**src/rtl/uart_pkg.sv**
```systemverilog
// uart_pkg: state encoding and parity constants shared by the UART receiver and transmitter
package uart_pkg;
    typedef enum logic [2:0] {
        IDLE   = 3'd0,
        START  = 3'd1,
        DATA   = 3'd2,
        PARITY = 3'd3,
        STOP   = 3'd4
    } state_t;
    localparam bit PARITY_EVEN = 1'b0;
    localparam bit PARITY_ODD  = 1'b1;
endpackage

```
**src/rtl/uart_sync2.sv**
```systemverilog
// uart_sync2: two-flop synchroniser for an asynchronous pin that idles high
module uart_sync2 (
    input  logic i_clk,
    input  logic i_rst_n,
    input  logic i_d,
    output logic o_q
);
    logic r_s1;
    logic r_s2;
    // Two stages to settle metastability; both stages reset to the idle-high level
    always_ff @(posedge i_clk) begin
        if (!i_rst_n) begin
            r_s1 <= 1'b1;
            r_s2 <= 1'b1;
        end else begin
            r_s1 <= i_d;
            r_s2 <= r_s1;
        end
    end
    assign o_q = r_s2;
endmodule

```
**src/rtl/uart_rx_fsm.sv**
```systemverilog
// uart_rx_fsm: oversampled UART receiver, mid-bit sampling, with parity and framing checks
module uart_rx_fsm
    import uart_pkg::*;
#(
    parameter int DATA_WIDTH = 8,
    parameter int OVERSAMPLE = 16,
    parameter bit PARITY_EN  = 1'b1,
    parameter bit PARITY_ODD = uart_pkg::PARITY_EVEN
) (
    input  logic                  i_baud_rate_rx,
    input  logic                  i_rst_n,
    input  logic                  i_rx_enable,
    input  logic                  i_rx_in,
    output logic [DATA_WIDTH-1:0] o_rx_data,
    output logic                  o_data_valid,
    output logic                  o_parity_error,
    output logic                  o_framing_error,
    output logic                  o_busy
);
    localparam int TW = $clog2(OVERSAMPLE);
    localparam int BW = (DATA_WIDTH > 1) ? $clog2(DATA_WIDTH) : 1;
    localparam logic [TW-1:0] T_MID  = TW'(OVERSAMPLE / 2 - 1);
    localparam logic [TW-1:0] T_END  = TW'(OVERSAMPLE - 1);
    localparam logic [BW-1:0] B_LAST = BW'(DATA_WIDTH - 1);

    state_t                r_state;
    logic [TW-1:0]         r_tick;
    logic [BW-1:0]         r_bit;
    logic [DATA_WIDTH-1:0] r_shift;
    logic                  r_par_ok;
    logic                  w_rx_s;

    uart_sync2 u_sync (
        .i_clk   (i_baud_rate_rx),
        .i_rst_n (i_rst_n),
        .i_d     (i_rx_in),
        .o_q     (w_rx_s)
    );

    // Frame sequencer: START waits half a bit so every later sample lands mid-bit,
    // and STOP resolves at mid stop bit so the rest of it is spent watching for the next start
    always_ff @(posedge i_baud_rate_rx) begin
        if (!i_rst_n) begin
            r_state         <= IDLE;
            r_tick          <= '0;
            r_bit           <= '0;
            r_shift         <= '0;
            r_par_ok        <= 1'b0;
            o_rx_data       <= '0;
            o_data_valid    <= 1'b0;
            o_parity_error  <= 1'b0;
            o_framing_error <= 1'b0;
            o_busy          <= 1'b0;
        end else begin
            o_data_valid    <= 1'b0;
            o_parity_error  <= 1'b0;
            o_framing_error <= 1'b0;
            case (r_state)
                IDLE: begin
                    r_tick <= '0;
                    if (i_rx_enable && !w_rx_s) begin
                        r_state <= START;
                        o_busy  <= 1'b1;
                    end
                end
                START: begin
                    r_tick <= (r_tick == T_MID) ? '0 : r_tick + 1'b1;
                    if (r_tick == T_MID) begin
                        r_state <= w_rx_s ? IDLE : DATA;
                        o_busy  <= !w_rx_s;
                    end
                end
                DATA: begin
                    r_tick <= (r_tick == T_END) ? '0 : r_tick + 1'b1;
                    if (r_tick == T_END) begin
                        r_shift <= {w_rx_s, r_shift[DATA_WIDTH-1:1]};
                        r_bit   <= (r_bit == B_LAST) ? '0 : r_bit + 1'b1;
                        if (r_bit == B_LAST)
                            r_state <= PARITY_EN ? PARITY : STOP;
                    end
                end
                PARITY: begin
                    r_tick <= (r_tick == T_END) ? '0 : r_tick + 1'b1;
                    if (r_tick == T_END) begin
                        r_par_ok <= ~(^r_shift ^ w_rx_s ^ PARITY_ODD);
                        r_state  <= STOP;
                    end
                end
                STOP: begin
                    r_tick <= (r_tick == T_END) ? '0 : r_tick + 1'b1;
                    if (r_tick == T_END) begin
                        o_rx_data       <= r_shift;
                        o_framing_error <= ~w_rx_s;
                        o_parity_error  <= PARITY_EN & ~r_par_ok;
                        o_data_valid    <= w_rx_s & (r_par_ok | ~PARITY_EN);
                        r_state         <= IDLE;
                        o_busy          <= 1'b0;
                    end
                end
                default: begin
                    r_state <= IDLE;
                    o_busy  <= 1'b0;
                end
            endcase
        end
    end
endmodule

```
**config.mk**
```make
export PLATFORM = sky130hd
export DESIGN_NAME = uart_rx_fsm
export DESIGN_NICKNAME = d
export VERILOG_FILES = /design/src/rtl/uart_pkg.sv /design/src/rtl/uart_sync2.sv /design/src/rtl/uart_rx_fsm.sv
export SDC_FILE = /design/constraint.sdc
export NUM_CORES = 1
export LEC_CHECK = 0
export CELL_PAD_IN_SITES_DETAIL_PLACEMENT = 0
export CELL_PAD_IN_SITES_GLOBAL_PLACEMENT = 2
export CORE_ASPECT_RATIO = 2
export CORE_MARGIN = 2
export CORE_UTILIZATION = 31
export DETAILED_ROUTE_END_ITERATION = 10
export PLACE_DENSITY_LB_ADDON = 0.1
export SETUP_SLACK_MARGIN = 0.3
export SYNTH_ARGS = -nofsm -noshare
export SYNTH_HDL_FRONTEND = slang
export SYNTH_SLANG_ARGS = --single-unit
```
**constraint.sdc**
```tcl
create_clock -name i_baud_rate_rx -period 1.62 [get_ports i_baud_rate_rx]
set_input_delay 0.486 -clock i_baud_rate_rx [delete_from_list [all_inputs] [get_ports i_baud_rate_rx]]
set_output_delay 0.486 -clock i_baud_rate_rx [all_outputs]
set_load 0.1 [all_outputs]
```
# Word-level counts from Yosys, hierarchy flattened
# Cells that the tools add are included.
# word_totals
out_inout_bits,12
latch_bits,0
register_bits,33
memories,0
wordCells,62
input_bits,4
rom_bits,0
mem_bits_rw,0
# op_classes
order_cmp,0
n_div,0
n_reduce_logical,13
shifts,0
multipliers,0
n_mux,16
n_addsub,2
eq_ne,13
bitwise_logic,6
# ops
operator,count
$mux W3,7
$pmux W3 S5,1
$ne A2 B2 Y1 const B,6
$pmux W4 S3,1
$mux W4,2
$reduce_xor A8 Y1,1
$eq A3 B2 Y1 const B,2
$eq A3 B3 Y1 const B,2
$reduce_and A2 Y1,3
$reduce_and A6 Y1,1
$add A4 B1 Y4 const B,1
$eq A4 B3 Y1 const B,1
$eq A4 B4 Y1 const B,1
$not A1 Y1,4
$pmux W1 S4,1
$reduce_and A4 Y1,1
$add A3 B1 Y3 const B,1
$eq A3 B1 Y1 const B,1
$logic_not A3 Y1,1
$mux W1,3
$reduce_and A3 Y1,1
$reduce_bool A3 Y1,1
$reduce_or A3 Y1,1
$mux W2,1
other kinds (5),5

# Longest topological paths before layout
# Gate-level depths: netlist of the first run.
# depth
word_depth,4
ltp_mapped,7
depth_no_buf,5

# By module
# Synthesis of the first run repeated with hierarchy kept, for this count alone.
# hier_totals
cells_unflattened,152
area_unflattened_um2,1475.2
# modules_own_cells
module,cells_per_inst,seq_area_each_um2,instances,area_per_inst_um2
uart_rx_fsm,148,620.6,1,1422.6
uart_sync2,4,40.0,1,52.6

# Worst setup path after synthesis of the first run
# OpenSTA, ideal clock, no wires.
# synth_timing
path_kind,register -> register
from,register r_tick[0]
to,register r_bit[1]
t_required_ns,1.492
path_slack_ns,0.082
period_less_slack_ns,1.538
setup_time_ns,0.128
arrival_ns,1.410
n_path_buf,2
stages_incl_launch_ff,8
path_cell_list,dfxtp_1 ha_1 and3_1 buf_4 nand3b_4 buf_4 mux2i_1 nor2_1
# synth_between
elab_chain_cells,2
# synth_rtl
element,line_no,text
start: declaration,uart_rx_fsm.sv:27,logic [TW-1:0] r_tick;
start signal: assignment,uart_rx_fsm.sv:67,r_tick <= (r_tick == T_MID) ? '0 : r_tick + 1'b1;
start signal: assignment,uart_rx_fsm.sv:74,r_tick <= (r_tick == T_END) ? '0 : r_tick + 1'b1;
start signal: assignment,uart_rx_fsm.sv:83,r_tick <= (r_tick == T_END) ? '0 : r_tick + 1'b1;
$eq A4 B4 Y1,uart_rx_fsm.sv:75,if (r_tick == T_END) begin
$reduce_and A2 Y1 (no source line),n/a,
end signal: assignment,uart_rx_fsm.sv:77,r_bit <= (r_bit == B_LAST) ? '0 : r_bit + 1'b1;
end: declaration,uart_rx_fsm.sv:28,logic [BW-1:0] r_bit;
# No other way between the ends.
# A chain may end at the register's enable or synchronous reset.

# Worst setup path after layout of the first run
# layout_timing
from,register r_tick[1]
to,register o_busy
# layout_between
elab_chain_cells,3
elab_cells_between_ends,5
cone_classes,eq/ne (4); reduce/logical (1)
# layout_rtl
element,line_no,text
$eq A4 B4 Y1 or $eq A4 B3 Y1 (tied branches),"uart_rx_fsm.sv:91, uart_rx_fsm.sv:68",
$ne A2 B2 Y1 (no source line),n/a,
$reduce_and A4 Y1 (no source line) *,n/a,
end signal: assignment,uart_rx_fsm.sv:70,o_busy <= !w_rx_s;
end: declaration,uart_rx_fsm.sv:18,output logic o_busy
# Mark *: on every way between the ends. The rest lies on a longest branch, timed or not.

==> qor.csv, run 1 <==
stage,metric,value,unit
global_routing,grt_pass1_vias,1220,
global_routing,antenna_found_initial,0,
sta,relSlewSlack,76.29,%
sta,worst_slack,269.8,ps
placed_design,dp_cells,222,
final_layout,drive_above_1_share,41.53,%
cts,clkSinkCount,33,
sta,tns,0,ps
sta,worst_pin_slew,355.1,ps
routing,finalWirelength,3.296,mm
sta,skew,4.931,ps
cts,cts_tree,built,
yosys,yosysTopAreaCell,dfxtp_1,
routing,via_per_inst,4.937,
sta,drv_slew,0,
yosys,synth_seq_cells,33,
yosys,netlist_instances,151,
floorplan,row_count,35,
placed_design,post-place-ws,76.19,ps
yosys,yosysWarnings,0,
final_layout,diodes,0,
placed_design,dpl-instance-area,0.001883,sq mm
yosys,synth_top_cells_by_area,"dfxtp_1, mux2i_1, nor2_1, xnor2_1, a21oi_1",
yosys,synth_fp_nets,158,
sta,hold_viol_final,0,
routing,dr.first_iter.drc_count,4,
sta,fin_crit_sh,83.35,%
setup_path,path_class,reg2reg,
job,drv_cap,0,
yosys,syn_avg_cell_area,9.612,sq um
yosys,synth_edf_count,0,
cts,cts_max_path_buffers,2,
run_status,status,"finished, final reports clean",
setup_path,arrival,1560,ps
cts,clk_latency,280,ps
final_layout,multi_input_area,827.0,sq um
setup_path,critPathMaxFanout,7,
floorplan,die_h,100.8,microns
yosys,synth_common_cells,"dfxtp_1, nor2_1, mux2i_1",
cts,cts_made_buffers,5,
routing,drtPass1Iterations,4,
floorplan,initial_core_util,31.87,%
placed_design,post-dp-hpwl,2.463,mm
global_routing,grt_max_degree,23,
cts,htreeDepth,2,
global_routing,grt.total_usage,14.73,%
yosys,ys.flop_type,dfxtp_1,
final_layout,stdcell_area,0.002126,sq mm
yosys,yosysMostFrequentCell,dfxtp_1,
setup_path,cp-start-kind,register,
final_layout,syn_to_final_growth,46.47,%
routing,drc,0,
setup_path,timing.rr.end,o_busy,
yosys,synth_cell_types,36,
floorplan,die_area,0.005279,sq mm
floorplan,io_pins,16,
sta,layout_min_cycle_time,1350,ps
setup_path,r2r_cells,6,
final_layout,n_fill_cell,455,
power_and_ir_drop,ir_drop,668.4,uV
floorplan,die_w,52.39,microns
yosys,async_reset_ff_share,0,%
final_layout,stdcell_count,238,
yosys,synth_top_area_share,45.52,%
setup_path,cp.required,1830,ps
routing,ant_nets,0,
setup_path,r2r_slack,270,ps
power_and_ir_drop,power.leakage,0.9788,nW
yosys,syn_area,0.001451,sq mm
cts,root_buffer,clkbuf_8,
power_and_ir_drop,power_density,691.2,mW/mm^2
setup_path,end_kind,register,
routing,num_vias,1175,
min_path,hold_class,reg2reg,
final_layout,nNetsFinal,189,
placed_design,io_buffer_count,15,
sta,rsz0062_at_grt,yes,
setup_path,critPathLaunch,r_tick[1],
global_routing,grt_pass1_wl,5.651,mm
setup_path,reg2reg_from,r_tick[1],
cts,clk_pin_slew,60,ps
sta,setup_viol,0,
final_layout,seq_area,700.7,sq um
final_layout,final_util,46.68,%
placed_design,gp_congestion,0.7225,
yosys,synth-seq-area-share,45.52,%
routing,avgRoutedWirePerCell,13.85,microns
floorplan,core-area,0.004554,sq mm
setup_path,crit_end,o_busy,
global_routing,gr-total-overflow,0,
sta,fmax,0.7406,GHz
-- layout make-up --
type	count	area share, %
sequential	33	32.96
tap	55	3.237
clock buffer	7	3.590
clock inverter	1	0.3531
timing repair buffer	33	20.60
multi-input combinational	107	38.91
inverter	2	0.3531
-- placed cells by master, fill, tap and decap left out, drive strengths merged, types with 2 or more instances in the layout --
cell,n
a21oi,9
and3,2
buf,30
clkbuf,7
clkdlybuf4s50,3
dfxtp,33
ha,3
inv,2
mux2i,19
nand2,5
nand2b,2
nand3,2
nand3b,2
nand4,4
nor2,29
nor3,3
nor3b,2
o21ai,4
xnor2,6
xor2,3
-- critical path: stages (launching register included) --
cell and delay, ps:
dfxtp_2 350, ha_4 130, buf_4 140, and4bb_2 230
o22ai_2 80, a31o_2 210, a21oi_1 130
-- layer usage --
layer	up-vias	global-route usage [%]	wire [microns]
met3	6	3.116	89
met4	0	7.101	76
met5	-	0	0
met2	16	27.50	1990
met1	568	14.47	1140
li1	585	-	-
-- power by group --
| part | switching, W | internal (W) | leakage (nW) |
|---|---|---|---|
| registers | 0.00000808 | 0.000808 | 0.279 |
| clock network | 0.000284 | 0.000304 | 0.0385 |
| logic | 0.0000328 | 0.0000322 | 0.661 |
-- cells by family after synthesis --
family	after synthesis	synth area share (%)
AND/OR/NAND/NOR	56	20.00
AO/OA/AOI/OAI	18	7.242
XOR/XNOR	10	6.983
adder cells (fa/ha/maj)	3	2.586
multiplexers	20	13.88
flip-flops	33	45.52
buffers and inverters	11	3.793
-- per-stage QoR --
step | hold slack, ps | power, W
floorplan | 386.3 | 0.0008711
global placement | 395.7 | 0.0009006
detailed placement | 410.6 | 0.0009015
CTS | 430.9 | 0.001497
global route | 436.9 | 0.001543
finish | 437.6 | 0.001469
-- how the worst min path moves through the flow --
stage / start / end / depth (start not counted)
global route: u_sync.r_s1 / u_sync.o_q / 1
detailed placement: u_sync.r_s1 / u_sync.o_q / 1
floorplan: u_sync.r_s1 / u_sync.o_q / 1
global placement: u_sync.r_s1 / u_sync.o_q / 1
finish: u_sync.r_s1 / u_sync.o_q / 1
CTS: u_sync.r_s1 / u_sync.o_q / 1
-- registers in the layout, summed over array words and instances, names as in the netlist --
register	flops
o_rx_data	8
r_shift	8
r_tick	4
r_bit	3
r_state	3
o_busy	1
o_data_valid	1
o_framing_error	1
o_parity_error	1
r_par_ok	1
u_sync.o_q	1
u_sync.r_s1	1
-- what timing repair did --
action | 4_1_cts | 5_1_grt
hold endpoints to repair | 0 | 0
pin swaps | 6 | 10
setup buffers | 5 | 3
hold buffers | 0 | 0
endpoints found under the setup margin | 23 | 32
resized for setup | 20 | 11
Note: power is estimated with default switching activity, not from simulation.
==> run 2: changes to the inputs <==
- clock period: 1.62 -> 1.2 ns (I/O delays scaled with it)
==> qor.csv, run 2 (synthesis gave the netlist of run 1 again) <==
stage,metric,value,unit,change
run_status,status,finished with violations,,"was finished, final reports clean"
run_status,failed_checks,setup timing,,
cts,cts_max_path_buffers,2,,unchanged
floorplan,die_area,0.005279,sq mm,unchanged
final_layout,drive_above_1_share,54.41,%,was 41.53%
min_path,hold_class,reg2reg,,unchanged
floorplan,initial_core_util,31.87,%,unchanged
sta,drv_slew,0,,unchanged
setup_path,path_class,reg2reg,,unchanged
setup_path,cp.required,1420,ps,was 1830 ps
placed_design,gp_congestion,0.7909,,was 0.7225
final_layout,syn_to_final_growth,64.83,%,was 46.47%
power_and_ir_drop,power_density,833.9,mW/mm^2,was 691.2 mW/mm^2
sta,relSlewSlack,79.21,%,was 76.29%
cts,clk_pin_slew,70,ps,was 60 ps
final_layout,final_util,52.53,%,was 46.68%
floorplan,die_h,100.8,microns,unchanged
final_layout,diodes,0,,unchanged
cts,clk_latency,280,ps,about the same
cts,clkSinkCount,33,,unchanged
routing,drtPass1Iterations,4,,unchanged
floorplan,io_pins,16,,unchanged
routing,dr.first_iter.drc_count,9,,was 4
floorplan,die_w,52.39,microns,unchanged
setup_path,critPathMaxFanout,4,,was 7
sta,hold_viol_final,0,,unchanged
global_routing,grt.total_usage,16.05,%,was 14.73%
final_layout,layout_commonest_cell,buf_4,,was nor2_1
routing,via_per_inst,4.853,,was 4.937
sta,fmax,0.7403,GHz,was 0.7406 GHz
floorplan,core-area,0.004554,sq mm,unchanged
placed_design,io_buffer_count,15,,unchanged
placed_design,post-place-ws,-216.8,ps,was 76.19 ps
final_layout,largestRegisters,"o_rx_data x8, r_shift x8, r_tick x4",,unchanged
setup_path,cp-start-kind,register,,unchanged
global_routing,antenna_found_initial,0,,unchanged
setup_path,arrival,1570,ps,was 1560 ps
routing,ant_nets,0,,unchanged
power_and_ir_drop,ir_drop,869.8,uV,was 668.4 uV
global_routing,grt_pass1_wl,6.396,mm,was 5.651 mm
global_routing,gr-total-overflow,0,,unchanged
job,drv_cap,0,,unchanged
sta,fin_crit_sh,112.6,%,was 83.35%
sta,rsz0062_at_grt,yes,,unchanged
cts,cts_tree,built,,unchanged
cts,htreeDepth,2,,unchanged
routing,num_vias,1257,,"was 1,175"
placed_design,post-dp-hpwl,2.746,mm,was 2.463 mm
power_and_ir_drop,power.leakage,1.081,nW,was 0.9788 nW
sta,worst_slack,-150.7,ps,was 269.8 ps
cts,root_buffer,clkbuf_8,,unchanged
cts,cts_made_buffers,5,,unchanged
floorplan,row_count,35,,unchanged
global_routing,grt_pass1_vias,1471,,"was 1,220"
final_layout,final_cell_mix,"buf_4, nor2_1, mux2i_1, buf_12, dfxtp_4",,"was nor2_1, mux2i_1, dfxtp_2"
routing,avgRoutedWirePerCell,13.96,microns,was 13.85 microns
global_routing,grt_max_degree,23,,unchanged
setup_path,end_kind,register,,unchanged
final_layout,n_fill_cell,445,,was 455
sta,layout_min_cycle_time,1351,ps,was 1350 ps
sta,worst_pin_slew,311.4,ps,was 355.1 ps
final_layout,multi_input_area,884.6,sq um,was 827.0 sq um
sta,setup_viol,25,,was 0
power_and_ir_drop,total_power,0.001995,W,was 0.001469 W
sta,skew,5.175,ps,was 4.931 ps
final_layout,seq_area,721.9,sq um,was 700.7 sq um
routing,drc,0,,unchanged
routing,finalWirelength,3.615,mm,was 3.296 mm
final_layout,nNetsFinal,210,,was 189
==> run 2: final timing paths <==
check              start         end  cells past startpoint  slack [ps]
max reg2reg    r_tick[1]    r_bit[0]                      5        -150
min reg2reg  u_sync.r_s1  u_sync.o_q                      1         410
min          u_sync.r_s1  u_sync.o_q                      1         410
max            r_tick[1]    r_bit[0]                      5        -150
==> run 2: critical path, cell delays in order (launching register included) <==
cell	delay, ps
dfxtp_2	360
ha_4	140
and3_4	230
nand3b_4	110
or3_1	340
a21oi_2	120
==> run 2: final cells by class <==
| class | count | area share [%] |
|---|---|---|
| clock buffer | 5 | 2.877 |
| timing repair buffer | 54 | 26.05 |
| tap | 55 | 2.877 |
| sequential | 33 | 30.18 |
| multi-input combinational | 107 | 36.98 |
| inverter | 2 | 0.3138 |
| clock inverter | 3 | 0.7322 |
==> run 2: metal layers <==
layer | track usage (%) | up-vias | part of all wire [%]
met3 | 3.116 | 4 | 2.0
li1 | - | 632 | -
met4 | 5.917 | 0 | 1.1
met5 | 0 | - | 0
met1 | 15.00 | 608 | 34
met2 | 31.83 | 13 | 62
==> run 2: power breakdown <==
group | internal (W) | total (W) | switching (W) | leakage (nW)
sequential | 0.00107 | 0.00108 | 0.00000907 | 0.282
clock | 0.000400 | 0.000810 | 0.000411 | 0.0439
combinational | 0.0000519 | 0.000103 | 0.0000508 | 0.756
total | 0.00152 | 0.00199 | 0.000471 | 1.08
==> run 2: what timing repair did <==
action                     CTS  global route
setup endpoints to repair   45            43
setup buffers                3             1
gates resized for setup     19            12
pin swaps                   13            11
hold buffers                 0             0
==> run 2: per-stage QoR <==
step	std cells	hold WS, ps	TNS [ps]	area [sq um]
3_5_place_dp	247	392.8	-4326	2138
2_1_floorplan	151	386.3	-3054	1570
6_report	259	413.7	-2190	2392
3_3_place_gp	247	396.7	-3834	2138
4_1_cts	258	416.2	-2393	2325
5_1_grt	259	436.6	-3995	2392
